===== config.mk =====
export PLATFORM = sky130hd
export DESIGN_NAME = halflife_decay
export DESIGN_NICKNAME = d
export VERILOG_FILES = /design/src/rtl/halflife_decay.sv
export SDC_FILE = /design/constraint.sdc
export NUM_CORES = 1
export LEC_CHECK = 0
export ABC_AREA = 1
export CORE_ASPECT_RATIO = 0.8
export CORE_MARGIN = 1.5
export CORE_UTILIZATION = 40
export CTS_CLUSTER_DIAMETER = 100
export CTS_CLUSTER_SIZE = 28
export DETAILED_ROUTE_END_ITERATION = 8
export SYNTH_ARGS = -nofsm -noshare
export SYNTH_HDL_FRONTEND = slang
export SYNTH_SLANG_ARGS = --single-unit

===== constraint.sdc =====
create_clock -name clk -period 2.3 [get_ports clk]
set_input_delay 0.345 -clock clk [delete_from_list [all_inputs] [get_ports clk]]
set_output_delay 0.345 -clock clk [all_outputs]
set_load 0.01 [all_outputs]

===== src/rtl/halflife_decay.sv =====
// halflife_decay: repeatedly halves a latched amount every period cycles until it reaches zero.
module halflife_decay #(
    parameter int W  = 8,
    parameter int PW = 8,
    parameter int HW = 4
) (
    input  logic          clk,
    input  logic          rst,
    input  logic          start,
    input  logic          abort,
    input  logic [W-1:0]  amount_in,
    input  logic [PW-1:0] period_in,
    output logic [W-1:0]  amount_out,
    output logic [HW-1:0] halvings,
    output logic          busy,
    output logic          tick,
    output logic          done
);
    typedef enum logic [1:0] {IDLE, RUN, DONE} state_t;
    state_t state, state_n;
    logic [PW-1:0] period, period_n, timer, timer_n;
    logic [W-1:0] amount_n, half;
    logic [HW-1:0] halv_n, halv_inc;
    logic tick_n, last;
    assign half     = amount_out >> 1;
    assign last     = timer == period - PW'(1);
    assign halv_inc = &halvings ? halvings : halvings + HW'(1);
    always_comb begin
        state_n  = state;
        period_n = period;
        timer_n  = timer;
        amount_n = amount_out;
        halv_n   = halvings;
        tick_n   = 1'b0;
        case (state)
            IDLE: if (start) begin
                amount_n = amount_in;
                period_n = period_in == '0 ? PW'(1) : period_in;
                timer_n  = '0;
                halv_n   = '0;
                state_n  = amount_in == '0 ? DONE : RUN;
            end
            RUN: if (abort) state_n = IDLE;
            else if (last) begin
                amount_n = half;
                halv_n   = halv_inc;
                timer_n  = '0;
                tick_n   = 1'b1;
                state_n  = half == '0 ? DONE : RUN;
            end else timer_n = timer + PW'(1);
            default: state_n = IDLE;
        endcase
    end
    always_ff @(posedge clk or negedge rst) begin
        if (!rst) begin
            state      <= IDLE;
            period     <= PW'(1);
            timer      <= '0;
            amount_out <= '0;
            halvings   <= '0;
            tick       <= 1'b0;
            busy       <= 1'b0;
            done       <= 1'b0;
        end else begin
            state      <= state_n;
            period     <= period_n;
            timer      <= timer_n;
            amount_out <= amount_n;
            halvings   <= halv_n;
            tick       <= tick_n;
            busy       <= state_n == RUN;
            done       <= state_n == DONE;
        end
    end
endmodule


### Word level (Yosys, flattened, before mapping)

Cells that the tools add are included.

| storage, ports and cells | value |
|---|---|
| input bits | 20 |
| logic and storage cells | 52 |
| output and inout bits | 15 |
| flip-flop bits (word level) | 33 |

| operators by class | value |
|---|---|
| equal/unequal tests | 8 |
| $add $sub $neg | 3 |
| reduce and logical (&&, ||, !) cells | 10 |
| muxes and demuxes | 23 |

Operator list:

| kind | number |
|---|---|
| two-way mux 8 bit | 7 |
| case mux 8 bit (2 select lines) | 2 |
| logical NOT 8 bit | 3 |
| two-way mux 4 bit | 4 |
| two-way mux 2 bit | 5 |
| adder 8 x 1 -> 8 bit, second input constant | 1 |
| equality test 8 bit | 1 |
| != test 2 bit, second input constant | 4 |
| case mux 4 bit (2 select lines) | 1 |
| AND reduction 4 bit | 2 |
| subtractor 8 x 1 -> 8 bit, second input constant | 1 |
| AND reduction 5 bit | 1 |
| adder 4 x 1 -> 4 bit, second input constant | 1 |
| equality test 2 x 1 -> 1 bit, second input constant | 2 |
| case mux 2 bit (2 select lines) | 1 |
| two-way mux 1 bit | 3 |
| AND reduction 3 bit | 1 |
| equality test 2 bit, second input constant | 1 |
| logical NOT 2 bit | 1 |
| AND reduction 2 bit | 1 |
| nonzero test 2 bit | 1 |

### Depth between registers and ports, before layout

| depth | value |
|---|---|
| depth after elaboration | 6 |
| mapped depth | 14 |

### Worst setup path before layout

OpenSTA, ideal clock, no wires.

| path | value |
|---|---|
| path type | flip-flop to flip-flop |
| from | register period[0] |
| to | register halvings[0] |
| setup slack | 370 ps |
| cell stages (with the launch flop) | 15 |
| data arrival time | 1813 ps |
| buffers on the path | 0 |
| cells stage by stage | dfstp_2 > inv_2 > ha_1 > nand2_1 > inv_1 > nor2_1 > nand2_1 > nor2_1 > nand3_1 > nor2_2 > nand2_2 > nand2_2 > nand3_1 > nand2_1 > nand2_1 |

| between the ends | value |
|---|---|
| longest elaborated chain between the ends | 4 |

RTL lines:

| element | RTL line | RTL |
|---|---|---|
| start: declaration | 21 | `logic [PW-1:0] period, period_n, timer, timer_n;` |
| start signal: assignment | 66 | `period <= period_n;` |
| subtractor 8 x 1 -> 8 bit | 26 | `assign last = timer == period - PW'(1);` |
| equality test 8 bit | 26 |  |
| != test 2 bit (no source line) | n/a |  |
| AND reduction 5 bit (no source line) | n/a |  |
| end signal: assignment | 69 | `halvings <= halv_n;` |
| end: declaration | 14 | `output logic [HW-1:0] halvings,` |

Every way passes these cells.
A chain may end at the register's enable or synchronous reset.

### Worst setup path in the final report

| path | value |
|---|---|
| from | register period[0] |
| to | register amount_out[1] |

| between the ends | value |
|---|---|
| longest elaborated chain between the ends | 4 |

RTL lines:

| element | RTL line | RTL |
|---|---|---|
| subtractor 8 x 1 -> 8 bit | 26 |  |
| equality test 8 bit | 26 |  |
| != test 2 bit (no source line) | n/a |  |
| AND reduction 4 bit (no source line) | n/a |  |
| end signal: assignment | 68 | `amount_out <= amount_n;` |
| end: declaration | 13 | `output logic [W-1:0] amount_out,` |

Every way passes these cells.

==> flow_metrics.py <==
metrics = {
    "outcome": {
        "status": "complete, no violations",
    },
    "critical_path": {
        "path_cells": "inv_2 -> ha_1 -> nand2_1 -> inv_1 -> nor2_1 -> nand2_1 -> nor2_1 -> nand3_1 -> nor2_2 -> nand2_2 -> a21oi_4 -> buf_12 -> nand2_1 -> nand2_1",
        "r2r-end": "amount_out[1]",
        "crit_type": "register to register",
        "critPathMaxStageDelay_ns": 0.56,
        "crit_start": "period[0]",
        "critPathLaunchType": "register",
        "critical_path_required_ns": 2.52,
        "cp-end-kind": "register",
        "endpoint": "amount_out[1]",
        "critical_path.top_delay_family": "simple AND/OR/NAND/NOR gates",
        "timing.critical_path.mode_cell": "nand2_1",
        "worst_ep_arrival_time_ns": 2.32,
        "rr_worst_depth": 14,
        "r2r_slack_ns": 0.20,
        "cp_slowest_cell": "dfstp_2",
        "reg2reg_from": "period[0]",
        "crit_buf_inv": 3,
        "cp.depth": 14,
        "worstPathMaxFanout": 13,
    },
    "sta": {
        "tightest_slew_ns": 0.419,
        "finalSetupViolations": 0,
        "rsz0062_at_grt": "false",
        "slew_headroom_pct": 72.0,
        "max_freq_ghz": 0.476,
        "period_needed_ns": 2.10,
        "clock_skew_ns": 0.00900,
        "tns_ns": 0,
        "finalHoldViolations": 0,
        "fin_crit_sh_pct": 91.3,
        "drv_slew": 0,
    },
    "routing": {
        "vias": 1691,
        "avgRoutedWirePerCell_um": 11.6,
        "drt-initial-drc-count": 95,
        "dr.pass1.iters": 4,
        "route.detailed.drc": 0,
        "ant_nets": 0,
        "wl_mm": 4.19,
        "viasPerCell": 4.70,
    },
    "cts": {
        "cts_buffers": 5,
        "cts_tree": "yes",
        "cts.htree.levels": 2,
        "cts_root_buffer": "clkbuf_8",
        "clock-sinks": 33,
        "clock_latency_ns": 0.29,
        "clock_path_buffers": 2,
        "hold_buffers": 0,
        "clkTransAtPathRegs_ns": 0.07,
    },
    "floorplanning": {
        "rows": 22,
        "coreArea_sq_mm": 0.00454,
        "start_util_pct": 41.4,
        "die_w_um": 79.7,
        "die_h_um": 64.4,
        "io_pins": 35,
        "dieArea_sq_mm": 0.00513,
    },
    "logic_synthesis": {
        "syn_area_sq_mm": 0.00188,
        "synthCells": 258,
        "ys_seq_area_share_pct": 43.9,
        "ys_types": 25,
        "yosys_register_bits": 33,
        "synth_area_per_cell_sq_um": 7.29,
        "synth_top_area_cell": "dfrtp_1",
        "syn_nets": 281,
        "synth_top_cell_area_share_pct": 42.6,
        "yosysWarnings": 0,
        "ys_top_cells_by_area": "dfrtp_1, nand2_1, nor2_1, inv_1, xor2_1",
    },
    "run": {
        "max_cap_viol_count": 0,
    },
    "power": {
        "leakage_nw": 1.18,
        "ir_drop_uv": 410,
        "p_per_area_mw_per_mm2": 888,
        "total_power_w": 0.00215,
    },
    "global_routing": {
        "track_usage_pct": 19.0,
        "grt_pass1_vias": 1644,
        "grt_max_degree": 34,
        "antenna_found_initial": 0,
        "gr-total-overflow": 0,
        "grt_first_pass_wirelength_mm": 7.56,
    },
    "worst_hold_path": {
        "hp-class": "input port to asynchronous set/reset pin",
    },
    "layout": {
        "final_cell_mix": "nand2_1, clkdlybuf4s50_1, dfrtp_1",
        "areaGrowthSynthToFinish_pct": 28.7,
        "nets": 322,
        "drive_gt1_share_pct": 8.33,
        "diodes": 0,
        "stdcell_area_sq_mm": 0.00242,
        "layout_commonest_cell": "nand2_1",
    },
    "placement": {
        "port_buffers": 34,
        "gp_congestion": 0.855,
        "place_hpwl_mm": 3.13,
        "placed_area_sq_mm": 0.00230,
    },
}
-- area by class of cell --
class / instances / area, sq um
Clock buffer: 7 / 96.3
Tap cell: 60 / 75.1
Inverter: 28 / 105
Multi-Input combinational cell: 193 / 931
Clock inverter: 1 / 5.00
Sequential cell: 33 / 827
Fill cell: 452 / 2120
Timing Repair Buffer: 38 / 383
-- what timing repair did --
item | CTS | global route
endpoints found under the setup margin | 0 | 8
setup buffers | 0 | 1
resized for setup | 0 | 1
-- how the worst min path moves through the flow --
stage | start | to | slack [ns]
after floorplan | rst | amount_out[0] | 0.05
after global placement | amount_out[0] | amount_out[0] | 0.46
after detailed placement | amount_out[0] | amount_out[0] | 0.47
after CTS | rst | timer[5] | 0.48
after global routing | rst | amount_out[6] | 0.51
final | rst | period[5] | 0.47
-- registers in the layout (all words and copies together), names as in the netlist --
register	cells
state	2
period	8
busy	1
tick	1
halvings	4
done	1
timer	8
amount_out	8
-- report_power, final --
group | leakage (nW) | switching, W | internal, W
sequential | 0.428 | 0.000151 | 0.000718
combinational | 0.694 | 0.000423 | 0.000376
clock | 0.0542 | 0.000212 | 0.000270
total | 1.18 | 0.000786 | 0.00136
-- per-stage QoR --
stage	setup slack (ns)	utilization, %	hold WS [ns]	std cells
floorplan	0.370	-	0.0494	258
global placement	0.220	50.6	0.463	351
detailed placement	0.160	50.6	0.472	351
CTS	0.141	52.8	0.481	359
global route	0.0184	53.3	0.509	360
finish	0.201	53.3	0.470	360
-- routing by layer --
| metal | wire [um] | share of wire [%] | GRT usage, % |
|---|---|---|---|
| met2 | 1660 | 40 | 26.5 |
| met3 | 168 | 4.0 | 3.71 |
| met4 | 63 | 1.5 | 5.92 |
| met1 | 2290 | 55 | 29.2 |
| met5 | 0 | 0 | 0 |
-- Yosys cell counts, drive strengths merged --
master and instances:
nand2 98, nor2 33, dfrtp 32, inv 28, o21ai 16, nand3 11, xor2 9, nand4 8
nor3 4, ha 3, nor4 3, xnor2 3, a21oi 2, buf 2, clkbuf 2, nand3b 2
dfstp 1, or2 1
-- cell families after synthesis --
family | share of synthesized area [%]
simple gates | 36.2
flops | 43.9
buf+inv | 6.85
compound gates | 5.39
xor+xnor | 5.59
fa+ha+maj | 1.99
(Power assumes the default switching activity.)
